[config.mk]
export PLATFORM = sky130hd
export DESIGN_NAME = uart_tx_arbiter
export DESIGN_NICKNAME = d
export VERILOG_FILES = /design/src/rtl/uart_tx_arbiter_pkg.sv /design/src/rtl/uart_tx_arbiter_rr_pick.sv /design/src/rtl/uart_tx_arbiter.sv
export SDC_FILE = /design/constraint.sdc
export NUM_CORES = 1
export LEC_CHECK = 0
export ABC_AREA = 1
export BUFFER_PORTS_ARGS = -buffer_cell sky130_fd_sc_hd__clkbuf_2
export CAP_MARGIN = 5
export CORE_ASPECT_RATIO = 0.9
export CORE_MARGIN = 4
export CORE_UTILIZATION = 45
export DETAILED_ROUTE_END_ITERATION = 7
export PLACE_DENSITY = 0.77
export REMOVE_ABC_BUFFERS = 1
export SLEW_MARGIN = 20
export SYNTH_ARGS = -nofsm -noshare
export SYNTH_HDL_FRONTEND = slang
export SYNTH_HIERARCHICAL = 1
export SYNTH_SLANG_ARGS = --single-unit
[constraint.sdc]
create_clock -name clk -period 2.85 [get_ports clk]
set_clock_uncertainty 0.05 [all_clocks]
set_input_delay 0.285 -clock clk [delete_from_list [all_inputs] [get_ports clk]]
set_output_delay 0.285 -clock clk [all_outputs]
set_load 0.03 [all_outputs]
[src/rtl/uart_tx_arbiter_pkg.sv]
// rtl/uart_tx_arbiter_pkg.sv - FSM state encoding shared by the UART TX arbiter files
package uart_tx_arbiter_pkg;

   // Encodings line up with the uart_rx/uart_tx state machines
   typedef enum logic [1:0] {
      ST_IDLE  = 2'b00,
      ST_START = 2'b01,
      ST_WAIT  = 2'b10
   } state_t;

endpackage

[src/rtl/uart_tx_arbiter_rr_pick.sv]
// rtl/uart_tx_arbiter_rr_pick.sv - combinational one-hot round-robin picker
module rr_pick #(
   parameter int N = 4,
   localparam int IW = (N > 1) ? $clog2(N) : 1
) (
   input  logic [N-1:0]  i_req,
   input  logic [IW-1:0] i_ptr,
   output logic [N-1:0]  o_onehot,
   output logic [IW-1:0] o_idx,
   output logic          o_valid
);

   // Scan i_ptr, i_ptr+1, ... (mod N) and take the first requester found
   always_comb begin
      logic [IW-1:0] w_c;
      o_onehot = '0;
      o_idx    = '0;
      o_valid  = 1'b0;
      w_c      = '0;
      for (int k = 0; k < N; k++) begin
         w_c = IW'((int'(i_ptr) + k) % N);
         if (!o_valid && i_req[w_c]) begin
            o_valid       = 1'b1;
            o_idx         = w_c;
            o_onehot[w_c] = 1'b1;
         end
      end
   end

endmodule

[src/rtl/uart_tx_arbiter.sv]
// rtl/uart_tx_arbiter.sv - round-robin burst arbiter sharing one uart_tx between requesters
module uart_tx_arbiter
   import uart_tx_arbiter_pkg::*;
#(
   parameter int NREQ      = 4,
   parameter int DBIT      = 8,
   parameter int MAX_BURST = 16
) (
   input  logic                 clk,
   input  logic                 reset,
   input  logic [NREQ-1:0]      i_req,
   input  logic [NREQ*DBIT-1:0] i_req_data,
   input  logic [NREQ-1:0]      i_req_last,
   output logic [NREQ-1:0]      o_req_ack,
   output logic [NREQ-1:0]      o_grant,
   output logic                 o_tx_start,
   output logic [DBIT-1:0]      o_tx_din,
   input  logic                 i_tx_done_tick,
   output logic                 o_busy
);

   localparam int IW = $clog2(NREQ);
   localparam int BW = $clog2(MAX_BURST);
   localparam logic [BW-1:0] BURST_LAST = BW'(MAX_BURST - 1);
   localparam logic [IW-1:0] IDX_LAST   = IW'(NREQ - 1);

   state_t          r_state, w_state_nxt;
   logic [NREQ-1:0] r_grant, w_grant_nxt;
   logic [NREQ-1:0] r_req_ack, w_req_ack_nxt;
   logic [IW-1:0]   r_gidx, w_gidx_nxt;
   logic [IW-1:0]   r_rr_ptr, w_rr_ptr_nxt;
   logic [DBIT-1:0] r_tx_din, w_tx_din_nxt;
   logic [BW-1:0]   r_burst_cnt, w_burst_cnt_nxt;
   logic            r_lock_last, w_lock_last_nxt;
   logic            r_tx_start, w_tx_start_nxt;
   logic            r_busy, w_busy_nxt;

   logic [NREQ-1:0] w_pick_onehot;
   logic [IW-1:0]   w_pick_idx;
   logic            w_pick_valid;
   logic [DBIT-1:0] w_data_arr [NREQ];

   for (genvar gi = 0; gi < NREQ; gi++) begin : g_unpack
      assign w_data_arr[gi] = i_req_data[gi*DBIT +: DBIT];
   end

   rr_pick #(.N(NREQ)) u_pick (
      .i_req    (i_req),
      .i_ptr    (r_rr_ptr),
      .o_onehot (w_pick_onehot),
      .o_idx    (w_pick_idx),
      .o_valid  (w_pick_valid)
   );

   // Next-state logic: grant, burst continuation or release; strobes derive from the next state
   always_comb begin
      w_state_nxt     = r_state;
      w_grant_nxt     = r_grant;
      w_gidx_nxt      = r_gidx;
      w_rr_ptr_nxt    = r_rr_ptr;
      w_tx_din_nxt    = r_tx_din;
      w_lock_last_nxt = r_lock_last;
      w_burst_cnt_nxt = r_burst_cnt;
      unique case (r_state)
         ST_IDLE: begin
            if (w_pick_valid) begin
               w_state_nxt     = ST_START;
               w_grant_nxt     = w_pick_onehot;
               w_gidx_nxt      = w_pick_idx;
               w_tx_din_nxt    = w_data_arr[w_pick_idx];
               w_lock_last_nxt = i_req_last[w_pick_idx];
               w_burst_cnt_nxt = '0;
            end
         end
         ST_START: begin
            w_state_nxt = ST_WAIT;
         end
         ST_WAIT: begin
            if (i_tx_done_tick) begin
               if (r_lock_last || (r_burst_cnt == BURST_LAST) || !i_req[r_gidx]) begin
                  w_state_nxt  = ST_IDLE;
                  w_grant_nxt  = '0;
                  w_rr_ptr_nxt = (r_gidx == IDX_LAST) ? '0 : r_gidx + 1'b1;
               end else begin
                  w_state_nxt     = ST_START;
                  w_tx_din_nxt    = w_data_arr[r_gidx];
                  w_lock_last_nxt = i_req_last[r_gidx];
                  w_burst_cnt_nxt = r_burst_cnt + 1'b1;
               end
            end
         end
         default: begin
            w_state_nxt = ST_IDLE;
            w_grant_nxt = '0;
         end
      endcase
      w_tx_start_nxt = (w_state_nxt == ST_START);
      w_req_ack_nxt  = (w_state_nxt == ST_START) ? w_grant_nxt : '0;
      w_busy_nxt     = (w_state_nxt != ST_IDLE);
   end

   // State and output registers; reset clears everything immediately
   always_ff @(posedge clk or negedge reset) begin
      if (!reset) begin
         r_state     <= ST_IDLE;
         r_grant     <= '0;
         r_req_ack   <= '0;
         r_gidx      <= '0;
         r_rr_ptr    <= '0;
         r_tx_din    <= '0;
         r_burst_cnt <= '0;
         r_lock_last <= 1'b0;
         r_tx_start  <= 1'b0;
         r_busy      <= 1'b0;
      end else begin
         r_state     <= w_state_nxt;
         r_grant     <= w_grant_nxt;
         r_req_ack   <= w_req_ack_nxt;
         r_gidx      <= w_gidx_nxt;
         r_rr_ptr    <= w_rr_ptr_nxt;
         r_tx_din    <= w_tx_din_nxt;
         r_burst_cnt <= w_burst_cnt_nxt;
         r_lock_last <= w_lock_last_nxt;
         r_tx_start  <= w_tx_start_nxt;
         r_busy      <= w_busy_nxt;
      end
   end

   assign o_req_ack  = r_req_ack;
   assign o_grant    = r_grant;
   assign o_tx_start = r_tx_start;
   assign o_tx_din   = r_tx_din;
   assign o_busy     = r_busy;

endmodule

# Yosys cells after proc, flatten, opt, wreduce, memory -nomap -nowiden
# Cells that the tools add are included.
[word_totals]
regBits = 29
in_bits = 43
out_inout_bits = 18
wordCells = 121
[op_classes]
addsub = 5
magnitude_cmp = 12
n_eq_ne = 8
bitwise_logic = 5
n_reduce_logical = 19
muxes = 62
[op_table]
columns = ["operator", "count"]
rows = [
  ["$mux W8", 7],
  ["$mux W4", 11],
  ["$bmux W8 S2", 2],
  ["$mux W1", 19],
  ["$lt A2 B3 Y1 const B", 6],
  ["$pmux W8 S2", 1],
  ["$bmux W1 S2", 7],
  ["$mux W2", 7],
  ["$or A4 B4 Y4", 3],
  ["$pmux W4 S3", 1],
  ["$demux W1 S2", 4],
  ["$ge A2 B1 Y1 const B", 4],
  ["$pmux W4 S2", 1],
  ["$logic_and A1 B1 Y1", 7],
  ["$ge A3 B3 Y1 const B", 2],
  ["$not A2 Y3", 2],
  ["$pmux W2 S3", 1],
  ["$add A2 B1 Y2 const B", 2],
  ["$add A2 B2 Y2 const B", 2],
  ["$add A4 B1 Y4 const B", 1],
  ["$eq A2 B1 Y1 const B", 2],
  ["$eq A2 B2 Y1 const B", 2],
  ["$eq A4 B4 Y1 const B", 1],
  ["$logic_not A1 Y1", 4],
  ["other kinds (9)", 12],
]

# Logic depth before layout (Yosys ltp)
# Gate-level depths: netlist of run 1.
[logic_depth]
ltp_word = 18
depth_mapped = 15
mapped_depth_nobuf = 13

# By module
# The synthesis of run 1 kept the hierarchy.
[modules_own_cells]
columns = ["module", "instances", "cells_each", "seq_area_each_um2", "area_each_um2"]
rows = [
  ["uart_tx_arbiter", 1, 240, 725.7, 1824.2],
  ["rr_pick", 1, 74, 0.0, 440.4],
]

# Worst setup path before layout of run 1
# No wires, ideal clock.
[synth_path]
path_kind = "register to register"
startpoint = "register r_rr_ptr[0]"
endpoint = "register r_lock_last"
required_time_ps = 2717
period_less_slack_ps = 2395
setup_slack_ps = 455
arrival_time_ps = 2263
stages_incl_launch_ff = 15
cell_sequence = "dfrtp_1 inv_2 ha_1 inv_1 nand3_1 nand2_1 nor2_1 a21oi_1 nand3_1 buf_2 buf_2 nor2_1 o221ai_1 nand3_1 o21ai_0"
[synth_via]
elab_chain_cells = 16
word_cells_on_any_way = 31
cone_classes = "add/sub: 3; eq/ne: 1; mux: 20; reduce/logical: 7"
[synth_lines]
columns = ["item", "line", "rtl"]
rows = [
  ["from (decl)", "uart_tx_arbiter.sv:31", "logic [IW-1:0] r_rr_ptr, w_rr_ptr_nxt;"],
  ["from (signal assigned)", "uart_tx_arbiter.sv:120", "r_rr_ptr <= w_rr_ptr_nxt;"],
  ["branches (longest 11 deep; another with $add A2 B1 Y2)", "--", ""],
  ["$mux W2 *", "uart_tx_arbiter_rr_pick.sv:22", "if (!o_valid && i_req[w_c]) begin"],
  ["net w_pick_idx[0]", "uart_tx_arbiter.sv:39", "logic [IW-1:0] w_pick_idx;"],
  ["$bmux W1 S2 *", "uart_tx_arbiter.sv:71", "w_lock_last_nxt = i_req_last[w_pick_idx];"],
  ["$mux W1 (not written as such) *", "uart_tx_arbiter.sv:71", ""],
  ["$mux W1 *", "uart_tx_arbiter.sv:66", "if (w_pick_valid) begin"],
  ["$pmux W1 S2 *", "uart_tx_arbiter.sv:64", "unique case (r_state)"],
  ["to (signal assigned)", "uart_tx_arbiter.sv:123", "r_lock_last <= w_lock_last_nxt;"],
  ["to (decl)", "uart_tx_arbiter.sv:34", "logic r_lock_last, w_lock_last_nxt;"],
]
# Mark *: on every way through the listed nets, which the timed path passes. The select of a mux whose other input is x is not followed.
# A chain may end at the register's enable or synchronous reset.

# Final worst setup path of run 1
[layout_path]
startpoint = "register r_rr_ptr[1]"
endpoint = "register r_lock_last"
# The elaborated chain is that of the path after synthesis.

==> flow_metrics.tcl, run 1 <==
set metrics [dict create \
    grt_setup_unrepaired "false" \
    final_cell_count_no_fill 447 \
    layout.cell_area.non_filler_sq_mm 0.00276 \
    grt-busiest-layer "met2" \
    cp_data_required_time_ns 3.00 \
    grt_use_met2_pct 33.9 \
    synth_area_sq_mm 0.00226 \
    swShare_pct 54.7 \
    max-slew-margin-rel_pct 50.5 \
    setup.worst_path.class "reg2reg" \
    post-route-drc-count 0 \
    powerDensity_mw_per_mm2 1420 \
    clock_root_cell "clkbuf_8" \
    diode_insertion_count_for_antenna_repair 0 \
    total_leakage_power_nw 1.41 \
    cell_internal_pwr_mw 1.78 \
    wl_per_cell_um 14.3 \
    insertion_delay_ns 0.28 \
    combPwrFrac_pct 73.8 \
    core.rowCount 24 \
    yosysSeqAreaShare_pct 32.0 \
    global_route.usage.total_pct 21.0 \
    detail_route.first_pass.iterations 5 \
    worst-endpoint-arrival_ns 2.75 \
    cp_max_fanout 7 \
    maximum_number_of_pins_on_one_net_before_global_route_repair 30 \
    finalWeightedCongestion 0.963 \
    placement.io_buffers 60 \
    result_of_the_run "finished, final reports clean" \
    final.setup.tns_ns 0 \
    placedInstanceArea_sq_mm 0.00260 \
    placed_wire_length_estimate_after_detailed_placement_um 4640 \
    seqPwrFrac_pct 17.9 \
    detailed_route_via_count 2538 \
    max_transition_viols_final 0 \
    drt_first_iter_violations 173 \
    crit_path_start_kind "register" \
    globalRouteMet3Util_pct 4.61 \
    netlist-cell-type-count 29 \
    area_growth_pct 21.9 \
    utilization_pct 56.8 \
    setup_viol 0 \
    final_antenna_net_count 0 \
    max_cap_violations 0 \
    holdCritPathClass "in2async" \
    dpl.cell_count 431 \
    die_y_um 75.3 \
    clock_power_share_pct 8.2 \
    antenna_found_initial 0 \
    die_width_um 82.8 \
    num-nets-final 431 \
    share_of_post_route_cells_with_drive_strength_above_1_pct 30.1 \
    final_period_minus_worst_setup_slack_ns 2.60 \
    vdd_drop_max_uv 815 \
    die_area_sq_mm 0.00623 \
    grt_overflow_total 0 \
    setup.worst_path.end_class "register" \
    cts_max_path_buffers 2 \
    holdWs_ns 0.0142 \
    tritoncts "built" \
    io_pins 61 \
    grt_pass1_wl_um 10200 \
    starting_utilization_of_the_core_area_pct 46.6 \
    grt_pass1_vias 2316 \
    floorplan_core_area_sq_mm 0.00486 \
    hold_viol 0 \
    synthesis.area_per_instance_sq_um 7.21 \
    clkSinkCount 29 \
    synth.ff_latch_count 29 \
    clock_tree.htree_level_count 2 \
    worstMarginPinSlew_ns 0.742 \
    fillCellCount 501 \
    timing.final.crit_share_pct 91.2 \
    cts_hold_buf 0 \
    clkSlewWorstSetupHoldPaths_ns 0.07 \
    netlist_instances 314 \
    total_of_warnings_raised_by_yosys 6 \
    power.switching_mw 2.14 \
    globalRouteMet1Util_pct 28.9 \
    routed_wirelength_um 6380 \
    numCtsBuffers 5 \
    detail_route.vias_per_cell 5.68 \
    clock.fmax_mhz 385 \
]
## path summary, 6_finish.rpt
kind | cells after the start | to | slack, ns | from
worst min-delay path | 1 | o_tx_din[6] | 0.01 | reset
max in group asynchronous | 1 | r_rr_ptr[1] | 2.23 | reset
worst min register to register | 2 | o_tx_din[2] | 0.43 | o_tx_din[2]
worst max-delay path | 14 | r_lock_last | 0.25 | r_rr_ptr[1]
min in group clk | 4 | r_state[1] | 0.34 | i_tx_done_tick
worst max register to register | 14 | r_lock_last | 0.25 | r_rr_ptr[1]
## worst max-delay path: stages (launching register included)
cell and delay (ns):
dfrtp_2 0.43, inv_1 0.14, ha_1 0.38, inv_1 0.10, nand2_1 0.09, nand2_2 0.06
nor2_4 0.16, buf_4 0.15, nand4_1 0.07, nand3_1 0.25, buf_4 0.20, o21ai_0 0.08
o221ai_1 0.20, nand3_1 0.08, o21ai_0 0.08
## repair_timing
| item | CTS | global route |
|---|---|---|
| buffers inserted | 0 | 8 |
| endpoints found under the setup margin | 0 | 9 |
| resized for setup | 0 | 3 |
## through the flow
stage / power (mW) / setup WS, ns
3_3_place_gp: 3.26 / 0.252
2_1_floorplan: 2.56 / 0.0859
3_5_place_dp: 3.31 / 0.186
6_report: 3.92 / 0.251
4_1_cts: 3.65 / 0.173
5_1_grt: 4.26 / 0.0443
## cells by family (layout without fill, tap and decap cells)
logic type               after synthesis  after routing  synth area share [%]
AO/OA/AOI/OAI                         77             77                  20.9
buffers and inverters                 38            106                  8.40
adder cells (fa/ha/maj)                7              7                  3.87
AND/OR/NAND/NOR                      162            162                  34.4
XOR/XNOR                               1              1                 0.387
flip-flops                            29             29                  32.0
## metal layers
metal / vias up / share of wire, %
met5: - / 0
li1: 1208 / -
met4: 0 / 1.1
met3: 16 / 9.2
met1: 1168 / 44
met2: 146 / 45
## power by group through the flow
| stage | sequential (mW) | combinational, mW | clock, mW |
|---|---|---|---|
| global placement | 0.699 | 2.56 | 0 |
| global route | 0.720 | 3.19 | 0.348 |
| floorplan | 0.933 | 1.62 | 0 |
| finish | 0.702 | 2.89 | 0.323 |
| CTS | 0.699 | 2.62 | 0.335 |
| detailed placement | 0.701 | 2.61 | 0 |
## registers in the layout, indices dropped and copies added (netlist names)
register / cells
r_state: 2
o_busy: 1
r_burst_cnt: 4
o_req_ack: 4
o_tx_din: 8
r_gidx: 2
r_rr_ptr: 2
o_grant: 4
o_tx_start: 1
r_lock_last: 1
## placed cells by master, fill, tap and decap left out, types with 4 or more instances in the layout
| cell | count |
|---|---|
| nand2_1 | 70 |
| clkbuf_2 | 60 |
| nor2_1 | 41 |
| o21ai_0 | 41 |
| dfrtp_1 | 28 |
| nand3_1 | 20 |
| o221ai_1 | 18 |
| inv_1 | 16 |
| buf_4 | 13 |
| nand3_2 | 11 |
| a21oi_1 | 11 |
| nand2_2 | 8 |
| ha_1 | 7 |
| nand4_1 | 7 |
| inv_2 | 5 |
| clkbuf_8 | 5 |
| a21boi_0 | 4 |
## cells in the mapped netlist (all sizes together)
library cell   n  share of area [%]
inv           23                3.9
buf           14                4.3
nand4          7                1.9
nand2         80                 15
o221ai        18                7.0
o21ai         42                9.3
nand3b         1               0.33
nand3         32                 10
a21oi         11                2.4
o31ai          1               0.33
clkbuf         1               0.17
a21boi         4                1.3
ha             7                3.9
dfrtp         29                 32
xor2           1               0.39
nor2          42                7.3
a22oi          1               0.55
## layout make-up
class	instances	area (sq um)	area share [%]
inverter	23	92.6	3.35
clock inverter	3	17.5	0.634
multi-input combinational	247	1350	48.8
timing repair buffer	75	425	15.4
clock buffer	5	68.8	2.49
sequential	29	727	26.3
tap	65	81.3	2.95
No activity file was read; power rests on OpenSTA's default activity.
==> inputs of run 2 (changes only) <==
--- a/config.mk
+++ b/config.mk
@@ -13,7 +13,6 @@
 export CORE_UTILIZATION = 45
 export DETAILED_ROUTE_END_ITERATION = 7
 export PLACE_DENSITY = 0.77
-export REMOVE_ABC_BUFFERS = 1
 export SLEW_MARGIN = 20
 export SYNTH_ARGS = -nofsm -noshare
 export SYNTH_HDL_FRONTEND = slang
==> run 2 against run 1 <==
Flip-flop and latch count unchanged. Critical path depth unchanged. Worst hold slack got worse by 0.015 ns. The run now ends with hold timing left. Register-to-register slack got worse by 0.02 ns. Count of clock-buffer cells in the layout unchanged. Non-clock buffer count decreased by 2. Largest cell class unchanged. Sequential power about the same. Utilization increased by 0.41 points.
==> flow_metrics.tcl, run 2 (same netlist as run 1, synthesis figures left out) <==
set metrics [dict create \
    result_of_the_run "complete, but fails checks" \
    failed_checks "hold timing" \
    worst-endpoint-arrival_ns 2.75 \
    setup_viol 0 \
    worstMarginPinSlew_ns 0.722 \
    holdCritPathClass "in2async" \
    starting_utilization_of_the_core_area_pct 46.6 \
    die_y_um 75.3 \
    clkSlewWorstSetupHoldPaths_ns 0.06 \
    maximum_number_of_pins_on_one_net_before_global_route_repair 30 \
    numCtsBuffers 5 \
    share_of_post_route_cells_with_drive_strength_above_1_pct 29.5 \
    layout.cells.most_common "nand2_1" \
    met2_length_um 2860 \
    placement.io_buffers 60 \
    routed_wirelength_um 6300 \
    worst_r2r_startpoint "r_rr_ptr[1]" \
    clock_tree.htree_level_count 2 \
    setup.worst_path.class "reg2reg" \
    cts_max_path_buffers 2 \
    area_growth_pct 22.8 \
    grt_pass1_wl_um 10400 \
    clock_root_cell "clkbuf_8" \
    finalWeightedCongestion 0.933 \
    clock.fmax_mhz 382 \
    max-slew-margin-rel_pct 51.9 \
    cell_internal_pwr_mw 1.89 \
    grt_setup_unrepaired "false" \
    wl_per_cell_um 14.2 \
    powerDensity_mw_per_mm2 1440 \
    max_cap_violations 0 \
    die_area_sq_mm 0.00623 \
    chain_of_cells_forming_the_critical_path "inv_1 -> ha_1 -> inv_1 -> nand3_1 -> nand2_1 -> nor2_1 -> a21oi_1 -> nand3_1 -> clkinvlp_4 -> buf_4 -> o21ai_0 -> o221ai_1 -> nand3_2 -> nand2_1" \
    met3RoutedLength_um 553 \
    post-route-drc-count 0 \
    detailed_route_via_count 2494 \
    combPwrFrac_pct 69.7 \
    placed_wire_length_estimate_after_detailed_placement_um 4540 \
    clock_power_share_pct 12.8 \
    cp_data_required_time_ns 2.98 \
    cts_hold_buf 0 \
    floorplan_core_area_sq_mm 0.00486 \
    critical_path.n_buffers_inverters 4 \
    num-nets-final 429 \
    m1WireLength_um 2790 \
    swShare_pct 52.8 \
    worst_path_largest_cell_delay_ns 0.43 \
    global_route.usage.total_pct 21.3 \
    core.rowCount 24 \
    io_pins 61 \
    cp_top_family "simple AND/OR/NAND/NOR gates" \
    worst_path_max_delay_cell "dfrtp_2" \
    grt_overflow_total 0 \
    seqPwrFrac_pct 17.6 \
    cp_max_fanout 6 \
    power.switching_mw 2.11 \
    post-layout-total-power_mw 4.00 \
    setup.worst_path.end_class "register" \
    tritoncts "built" \
    antenna_found_initial 0 \
    layout.cells.most_common_list "70 x nand2_1, 60 x clkbuf_2, 41 x nor2_1, 41 x o21ai_0, 28 x dfrtp_1" \
    crit_path_start_kind "register" \
    crit_start "r_rr_ptr[1]" \
    detail_route.first_pass.iterations 5 \
    insertion_delay_ns 0.28 \
    highest_layer "met4" \
    total_leakage_power_nw 1.42 \
    detail_route.vias_per_cell 5.60 \
    final_period_minus_worst_setup_slack_ns 2.62 \
    holdWs_ns -0.000486 \
    max_transition_viols_final 0 \
    drt_first_iter_violations 146 \
    hold_viol 1 \
    die_width_um 82.8 \
    clkSinkCount 29 \
    timing.final.crit_share_pct 92.0 \
    diode_insertion_count_for_antenna_repair 0 \
    final.setup.tns_ns 0 \
    largest_register_ff_count 8 \
    grt_pass1_vias 2296 \
    final_antenna_net_count 0 \
    syn-num-nets 364 \
    vdd_drop_max_uv 615 \
]
-- run 2: power groups by stage --
stage	combinational (mW)	sequential, mW	clock (mW)
4_1_cts	2.61	0.701	0.519
3_3_place_gp	2.54	0.701	0
6_report	2.79	0.703	0.511
5_1_grt	3.06	0.720	0.533
2_1_floorplan	1.85	0.907	0
3_5_place_dp	2.61	0.704	0
-- run 2: final timing paths --
path,slack [ns],depth (start not counted),to
max reg2reg,0.23,14,o_tx_din[5]
min in group clk,0.31,4,r_state[1]
min,-0.0005,1,o_grant[1]
max,0.23,14,o_tx_din[5]
max in group asynchronous,2.24,1,r_rr_ptr[1]
min reg2reg,0.43,2,o_tx_din[0]
-- run 2: final cells by class --
class / instances / area [sq um]
Fill cell: 489 / 2080
Tap cell: 65 / 81.3
Sequential cell: 29 / 727
Clock buffer: 5 / 68.8
Inverter: 23 / 92.6
Timing Repair Buffer: 73 / 398
Multi-Input combinational cell: 247 / 1350
Clock inverter: 3 / 65.1
-- run 2: metal layers --
metal / vias to the layer above / GRT usage (%)
li1: 1206 / -
met1: 1166 / 28.4
met2: 116 / 32.7
met3: 6 / 5.91
met4: 0 / 9.07
met5: - / 0
-- run 2: per-stage QoR --
step           std cells  area (sq um)  worst slack, ns  hold slack [ns]  utilization [%]
2_1_floorplan        314          2260            0.455          -0.0606                -
3_3_place_gp         431          2600            0.320            0.326             53.4
5_1_grt              445          2780           0.0228           0.0644             57.2
3_5_place_dp         431          2600            0.169            0.326             53.4
4_1_cts              439          2730            0.165           0.0223             56.1
6_report             445          2780            0.229        -0.000486             57.2
-- run 2: timing repair --
item | 4_1_cts | 5_1_grt
endpoints found under the setup margin | 0 | 9
buffers inserted | 0 | 6
gates resized for setup | 0 | 2
-- run 2: worst register-to-register path, cell delays in order, from the launching register on --
cell and delay [ns]:
dfrtp_2 0.43, inv_1 0.14, ha_1 0.38, inv_1 0.10, nand3_1 0.09, nand2_1 0.06, nor2_1 0.19, a21oi_1 0.11
nand3_1 0.17, clkinvlp_4 0.15, buf_4 0.18, o21ai_0 0.18, o221ai_1 0.16, nand3_2 0.10, nand2_1 0.05
